$ cat config.mk
export PLATFORM = sky130hd
export DESIGN_NAME = ebu_rr_arb
export DESIGN_NICKNAME = d
export VERILOG_FILES = /design/src/rtl/ebu_arb_pkg.sv /design/src/rtl/ebu_beatcnt.sv /design/src/rtl/ebu_rr_arb.sv
export SDC_FILE = /design/constraint.sdc
export NUM_CORES = 1
export LEC_CHECK = 0
export ABC_AREA = 1
export CAP_MARGIN = 20
export CORE_MARGIN = 2
export CORE_UTILIZATION = 50
export CTS_BUF_LIST = sky130_fd_sc_hd__clkbuf_4 sky130_fd_sc_hd__clkbuf_8
export DETAILED_ROUTE_END_ITERATION = 10
export GPL_ROUTABILITY_DRIVEN = 0
export PLACE_DENSITY = 0.95
export SLEW_MARGIN = 20
export SYNTH_ARGS = -nofsm -noshare
export SYNTH_HDL_FRONTEND = slang
export SYNTH_SLANG_ARGS = --single-unit
$ cat constraint.sdc
create_clock -name HCLK -period 3.67 [get_ports HCLK]
set_clock_uncertainty 0.2 [all_clocks]
set_input_delay 0.367 -clock HCLK [delete_from_list [all_inputs] [get_ports HCLK]]
set_output_delay 0.367 -clock HCLK [all_outputs]
set_load 0.02 [all_outputs]
$ cat src/rtl/ebu_arb_pkg.sv
// Shared types for the EBU AHB arbiter: FSM state encoding and HBURST-to-threshold mapping.
package ebu_arb_pkg;

    typedef enum logic {
        IDLE  = 1'b0,
        BURST = 1'b1
    } arb_state_e;

    localparam int unsigned BeatCntW = 4;

    // Last beat index of a burst: SINGLE/INCR -> 0, x4 -> 3, x8 -> 7, x16 -> 15.
    function automatic logic [BeatCntW-1:0] burst_threshold(input logic [2:0] hburst);
        logic [BeatCntW-1:0] thr;
        unique case (hburst[2:1])
            2'b00:   thr = 4'd0;
            2'b01:   thr = 4'd3;
            2'b10:   thr = 4'd7;
            default: thr = 4'd15;
        endcase
        return thr;
    endfunction

endpackage

$ cat src/rtl/ebu_beatcnt.sv
// Beat counter for the current burst owner: clears on acceptance, saturates at the threshold.
module ebu_beatcnt
    import ebu_arb_pkg::*;
(
    input  logic                clk_i,
    input  logic                rst_i,
    input  logic                clr_i,
    input  logic                en_i,
    input  logic [BeatCntW-1:0] thresh_i,
    output logic [BeatCntW-1:0] count_o,
    output logic                terminal_o
);

    logic [BeatCntW-1:0] count_q, count_d;

    always_comb begin
        count_d = count_q;
        if (clr_i) begin
            count_d = '0;
        end else if (en_i && (count_q != thresh_i)) begin
            count_d = count_q + 4'd1;
        end
    end

    always_ff @(posedge clk_i or posedge rst_i) begin
        if (rst_i) begin
            count_q <= '0;
        end else begin
            count_q <= count_d;
        end
    end

    assign count_o    = count_q;
    assign terminal_o = (count_q == thresh_i);

endmodule

$ cat src/rtl/ebu_rr_arb.sv
// AHB burst arbiter: holds the grant for a whole burst and re-arbitrates on its final beat.
// Round-robin selection is enabled by defining EBU_ARB_ROUNDROBIN_EN; otherwise fixed priority.
module ebu_rr_arb
    import ebu_arb_pkg::*;
#(
    parameter int unsigned NREQ = 3,
    parameter int unsigned IDXW = $clog2(NREQ)
) (
    input  logic              HCLK,
    input  logic              HRESET,
    input  logic [NREQ-1:0]   Req,
    input  logic [NREQ*3-1:0] ReqBurst,
    input  logic              HREADY,
    output logic [NREQ-1:0]   Grant,
    output logic [IDXW-1:0]   GrantIdx,
    output logic              Busy,
    output logic              FinalBeat
);

    arb_state_e          state_q, state_d;
    logic [IDXW-1:0]     owner_q, owner_d;
    logic [BeatCntW-1:0] thresh_q, thresh_d;
    logic [BeatCntW-1:0] beat_cnt;
    logic                beat_term;

    logic                win_valid;
    logic [IDXW-1:0]     win_idx;
    logic [2:0]          win_burst;
    logic                final_beat;
    logic                arb_phase;
    logic                accept;
    logic                beat_en;

`ifdef EBU_ARB_ROUNDROBIN_EN
    logic [IDXW-1:0] ptr_q, ptr_d;
    logic [NREQ-1:0] req_hi;

    // Prefer the lowest request at or above the pointer, else wrap to the lowest overall.
    always_comb begin
        req_hi    = Req & ~((NREQ'(1) << ptr_q) - NREQ'(1));
        win_valid = |Req;
        win_idx   = '0;
        for (int k = NREQ - 1; k >= 0; k--) begin
            if (Req[k]) win_idx = IDXW'(k);
        end
        for (int k = NREQ - 1; k >= 0; k--) begin
            if (req_hi[k]) win_idx = IDXW'(k);
        end
    end

    always_comb begin
        ptr_d = ptr_q;
        if (accept) begin
            ptr_d = (win_idx == IDXW'(NREQ - 1)) ? '0 : win_idx + IDXW'(1);
        end
    end

    always_ff @(posedge HCLK or posedge HRESET) begin
        if (HRESET) begin
            ptr_q <= '0;
        end else begin
            ptr_q <= ptr_d;
        end
    end
`else
    always_comb begin
        win_valid = |Req;
        win_idx   = '0;
        for (int k = NREQ - 1; k >= 0; k--) begin
            if (Req[k]) win_idx = IDXW'(k);
        end
    end
`endif

    always_comb begin
        win_burst = 3'b000;
        for (int k = 0; k < NREQ; k++) begin
            if (win_idx == IDXW'(k)) win_burst = ReqBurst[3*k +: 3];
        end
    end

    assign final_beat = (state_q == BURST) && beat_term;
    assign arb_phase  = (state_q == IDLE) || final_beat;
    assign accept     = arb_phase && HREADY && win_valid;
    assign beat_en    = (state_q == BURST) && !beat_term && HREADY;

    always_comb begin
        state_d  = state_q;
        owner_d  = owner_q;
        thresh_d = thresh_q;
        if (accept) begin
            state_d  = BURST;
            owner_d  = win_idx;
            thresh_d = burst_threshold(win_burst);
        end else if (final_beat && HREADY) begin
            state_d = IDLE;
        end
    end

    always_ff @(posedge HCLK or posedge HRESET) begin
        if (HRESET) begin
            state_q  <= IDLE;
            owner_q  <= '0;
            thresh_q <= '0;
        end else begin
            state_q  <= state_d;
            owner_q  <= owner_d;
            thresh_q <= thresh_d;
        end
    end

    ebu_beatcnt u_beatcnt (
        .clk_i      (HCLK),
        .rst_i      (HRESET),
        .clr_i      (accept),
        .en_i       (beat_en),
        .thresh_i   (thresh_q),
        .count_o    (beat_cnt),
        .terminal_o (beat_term)
    );

    // Owner keeps the address phase until its final beat, where the next winner is shown.
    always_comb begin
        Grant    = '0;
        GrantIdx = '0;
        if (arb_phase) begin
            if (win_valid) begin
                Grant    = NREQ'(1) << win_idx;
                GrantIdx = win_idx;
            end
        end else begin
            Grant    = NREQ'(1) << owner_q;
            GrantIdx = owner_q;
        end
    end

    assign Busy      = (state_q == BURST);
    assign FinalBeat = final_beat;

endmodule

# Word-level counts from Yosys, hierarchy flattened

Index checks and enable logic that the tools add are counted.

$add $sub $neg: 1
Eq/ne operators: 6
Shift operators: 2
Muxes and demuxes: 15
Bitwise gates (word level): 1
Reduce and logical (&&, ||, !) cells: 14

Operators by type and width:

| cell                                                                  | number |
|---|---|
| 3-bit 2-to-1 mux                                                      | 5 |
| 4-bit one-hot mux with 3 select lines                                 | 1 |
| 2-bit 2-to-1 mux                                                      | 5 |
| 4-bit 2-to-1 mux                                                      | 2 |
| 1-bit logical AND                                                     | 7 |
| 1-bit by 2-bit left shift with 3-bit output, first input constant     | 2 |
| 4-bit by 1-bit adder with 4-bit output, second input constant         | 1 |
| 2-bit by 1-bit equality test with 1-bit output, second input constant | 2 |
| 2-bit equality test, second input constant                            | 2 |
| 4-bit equality test                                                   | 1 |
| 2-bit logical NOT                                                     | 2 |
| 4-bit != test                                                         | 1 |
| 2-bit nonzero test                                                    | 2 |
| 3-bit OR reduction                                                    | 1 |
| 1-bit 2-to-1 mux                                                      | 2 |
| 1-bit logical NOT                                                     | 1 |
| 1-bit logical OR                                                      | 1 |
| 1-bit NOT                                                             | 1 |

Register bits after elaboration: 11
Word-level logic and storage cells: 43

# Depth between registers and ports, before layout

Word-level depth: 9
Gate-level depth with buffers: 9
Gate-level depth less buffers: 9

# Hierarchy

From an unflattened synthesis, not the netlist that was laid out.

Cells, all modules: 108
Area total of the unflattened synthesis: 745.7 um^2

Modules (own cells, without submodules):

| module      | times used | cells an instance | area an instance (um^2) | seq. area each (um^2) |
|---|---|---|---|---|
| ebu_rr_arb  | 1          | 59                | 431.7                   | 150.1 |
| ebu_beatcnt | 1          | 49                | 314.1                   | 100.1 |

# Least setup slack after synthesis

No wires, ideal clock.

Kind: register to output
Start: register u_beatcnt.count_q[2] (netlist: u_beatcnt.count_o[2])
End: output GrantIdx[0]
Data arrival time: 1,416 ps
Required time: 3,103 ps
Path slack: 1,687 ps
Stages on the path, launching flop included: 9
Buffers on the path: 1
Cell sequence: dfrtp_1 -> inv_2 -> nand2_1 -> nand2_1 -> nor2_2 -> nand2_2 -> nand2_4 -> buf_8 -> o21ai_0

Word-level cells in the longest chain between the ends: 4

RTL lines:

| element                  | RTL line          | text |
|---|---|---|
| start: declaration       | ebu_beatcnt.sv:14 | `logic [BeatCntW-1:0] count_q, count_d;` |
| start signal: assignment | ebu_beatcnt.sv:29 | `count_q <= count_d;` |
| 4-bit equality test      | ebu_beatcnt.sv:34 | `assign terminal_o = (count_q == thresh_i);` |
| 1-bit logical AND        | ebu_rr_arb.sv:82  | `assign final_beat = (state_q == BURST) && beat_term;` |
| 1-bit logical OR         | ebu_rr_arb.sv:83  | `assign arb_phase = (state_q == IDLE) \|\| final_beat;` |
| 2-bit 2-to-1 mux         | ebu_rr_arb.sv:126 | `if (arb_phase) begin` |
| end: declaration         | ebu_rr_arb.sv:15  | `output logic [IDXW-1:0] GrantIdx,` |

No other way between the ends.

# Worst setup path after layout

Start: register u_beatcnt.count_q[3] (netlist: u_beatcnt.count_o[3])
End: output GrantIdx[1]

Same word-level chain as after synthesis.

==> results.sh <==
export IMPL_status="completed"
export IMPL_clkLatencyLatePin_ns=0.26
export IMPL_crit_fanout=15
export IMPL_setup_violations=0
export IMPL_cts_setup_buffers=0
export IMPL_worstPathRequired_ns=3.10
export IMPL_critPathBufInv=2
export IMPL_drtIter0Drc=14
export IMPL_nFillCells=132
export IMPL_final_common_cell="nand2_1"
export IMPL_wire_per_inst_um=10.9
export IMPL_endpoint_kind="primary output"
export IMPL_leakage_nw=0.488
export IMPL_port_buffer_count=18
export IMPL_yosys_area_top_type="dfrtp_1"
export IMPL_num_rows=13
export IMPL_yosysUniqueCellTypes=18
export IMPL_crit_arrival_ns=2.03
export IMPL_crit_top_cell="nand2_1"
export IMPL_finalPower_mw=0.689
export IMPL_crit_family="buffers and inverters"
export IMPL_htreeDepth=1
export IMPL_fin_crit_ns=2.60
export IMPL_grt_antenna_before_repair=0
export IMPL_syn_nets=121
export IMPL_start_kind="flip-flop"
export IMPL_synth_area_top_cells="dfrtp_1, nand2_1, nand3_1"
export IMPL_grt_pass1_wl_um=2420
export IMPL_fp_dieW_um=41.3
export IMPL_path_clk_slew_ns=0.06
export IMPL_synth_seq_cells=10
export IMPL_area_delta_synth_final_pct=29.0
export IMPL_yosysWarnings=0
export IMPL_crit_type="flip-flop to primary output"
export IMPL_max_freq_mhz=385
export IMPL_crit_cells=9
export IMPL_syn_area_per_cell_um2=6.61
export IMPL_core_um2=1300
export IMPL_synthCells=105
export IMPL_r2r_start="u_beatcnt.count_o[3]$_DFFE_PP0P_"
export IMPL_ir_drop_v=0.000558
export IMPL_tightest_slew_ns=0.390
export IMPL_grt_max_degree=16
export IMPL_worstRegToRegCells=9
export IMPL_cts_tree="built"
export IMPL_cap_violations=0
export IMPL_pwr_share_comb=0.591
export IMPL_drive_gt1_frac=0.0565
export IMPL_switchingPower_mw=0.327
export IMPL_slew_violations=0
export IMPL_hold_violations=0
export IMPL_grt_pass1_vias=622
export IMPL_ant_nets=0
export IMPL_rsz0062_at_grt="no"
export IMPL_ios=22
export IMPL_critPathCapture="GrantIdx[1]"
export IMPL_drcViolationCount=0
export IMPL_slew_headroom=0.740
export IMPL_power_density_nw_per_um2=769
export IMPL_antenna_cells=0
export IMPL_root_buffer="clkbuf_4"
export IMPL_finish_net_count=142
export IMPL_intPower_mw=0.362
export IMPL_period_share=0.709
export IMPL_grt_ovfl_total=0
export IMPL_cts_made_buffers=3
export IMPL_routed_wirelength_um=1510
export IMPL_die_area_um2=1700
export IMPL_viasPerCell=5.27
export IMPL_worstReg2RegEnd="thresh_q[3]$_DFFE_PP0P_"
export IMPL_timing_setup_tns_ns=0
export IMPL_cts_buffer_depth=2
export IMPL_dp_hpwl_um=1220
export IMPL_seq_area_frac_synth=0.360
export IMPL_cts_sinks=10
export IMPL_startpoint="u_beatcnt.count_o[3]$_DFFE_PP0P_"
export IMPL_num_vias=733
export IMPL_p_clk_frac=0.108
export IMPL_cp_slowest_stage_delay_ns=0.64
export IMPL_mostFrequentLayoutCells="nand2_1, clkdlybuf4s50_1, inv_1, nand3_1, dfrtp_1"
export IMPL_initial_core_util=0.534
export IMPL_cts_resized=0
export IMPL_rrSetupSlack_ns=2.08
export IMPL_hold_buffers=0
export IMPL_pwr_share_seq=0.300
export IMPL_crit_path_cell_trace="inv_1 -> nand2_1 -> nand2_1 -> nor2_2 -> nand2_2 -> nand2_4 -> nand2_1 -> o21ai_0 -> clkdlybuf4s50_1"
export IMPL_die_h_um=41.3
export IMPL_synth_top_area_frac=0.360
export IMPL_min_path_type="input port to asynchronous set/reset pin"
export IMPL_slowest_stage="clkdlybuf4s50_1"
export IMPL_grt_use_total=0.220
export IMPL_drtPass1Iterations=4
export IMPL_p_sw_frac=0.474
export IMPL_synth_area_um2=694
-- final cells by class --
type                    count  area (µm²)  area share
clock buffers               3        22.5      0.0251
inverters                  18        67.6      0.0754
multi-input cells          75         357       0.398
flip-flops and latches     10         250       0.279
well taps                  15        18.8      0.0209
repair buffers             18         180       0.201
-- Yosys cell counts --
cell      number
nand2_1       38
inv_1         17
nand3_1       15
dfrtp_1       10
o21ai_0        5
nand4_1        4
nor2_1         4
xor2_1         2
a21oi_1        1
buf_2          1
buf_8          1
ha_1           1
inv_2          1
nand2_2        1
nand2_4        1
nand3b_1       1
nor2_2         1
o211ai_1       1
-- worst reg2reg max path, delay by kind of cell, from the launching register on --
family	cells	cell delay (ns)
and+or+nand+nor	8	0.82
DFF	1	0.38
buffers and inverters	1	0.08
-- state kept, by name, indices dropped and copies added, names as in the netlist --
signal	cells
Busy	1
owner_q	2
thresh_q	3
u_beatcnt.count_o	4
-- worst min-delay path by stage --
| stage | from | endpoint | slack, ns | cells after the start |
|---|---|---|---|---|
| after floorplan | HRESET | Busy$_DFFE_PP0P_ | 0.007 | 1 |
| after global placement | owner_q[0]$_DFFE_PP0P_ | owner_q[0]$_DFFE_PP0P_ | 0.29 | 2 |
| after detailed placement | owner_q[0]$_DFFE_PP0P_ | owner_q[0]$_DFFE_PP0P_ | 0.30 | 2 |
| after CTS | HRESET | thresh_q[1]$_DFFE_PP0P_ | 0.20 | 2 |
| after global routing | HRESET | u_beatcnt.count_o[1]$_DFFE_PP0P_ | 0.23 | 2 |
| final | HRESET | Busy$_DFFE_PP0P_ | 0.18 | 2 |
-- routing by layer --
layer  vias up  global-route usage  wire [µm]
li1        373                   -          -
met1       332               0.233        616
met2        24               0.402        787
met3         4              0.0380         79
met4         0               0.121         26
met5         -                   0          0
-- per-stage QoR --
step | hold WS [ns] | util | instance area [µm²] | setup WS, ns | cells
2_1_floorplan | 0.00718 | - | 694 | 1.69 | 105
3_3_place_gp | 0.291 | 0.671 | 873 | 1.13 | 136
3_5_place_dp | 0.301 | 0.671 | 873 | 1.11 | 136
4_1_cts | 0.195 | 0.688 | 896 | 1.04 | 139
5_1_grt | 0.230 | 0.688 | 896 | 0.872 | 139
6_report | 0.183 | 0.688 | 896 | 1.07 | 139
-- power groups by stage --
stage               clock [mW]  combinational, mW  sequential (mW)
floorplan                    0              0.291            0.197
global placement             0              0.395            0.204
detailed placement           0              0.410            0.207
CTS                     0.0747              0.414            0.206
global route            0.0787              0.461            0.213
finish                  0.0747              0.407            0.207
-- kinds of logic (layout without fill, tap and decap cells) --
| family | Yosys count | count (layout) | share of synthesized area |
|---|---|---|---|
| and+or+nand+nor | 65 | 65 | 0.416 |
| buffers and inverters | 20 | 39 | 0.126 |
| DFF | 10 | 10 | 0.360 |
| AOI/OAI and AO/OA | 7 | 7 | 0.0540 |
| xor gates and xnor gates | 2 | 2 | 0.0252 |
| adders and majority gates | 1 | 1 | 0.0180 |
No activity file was read; power rests on OpenSTA's default activity.
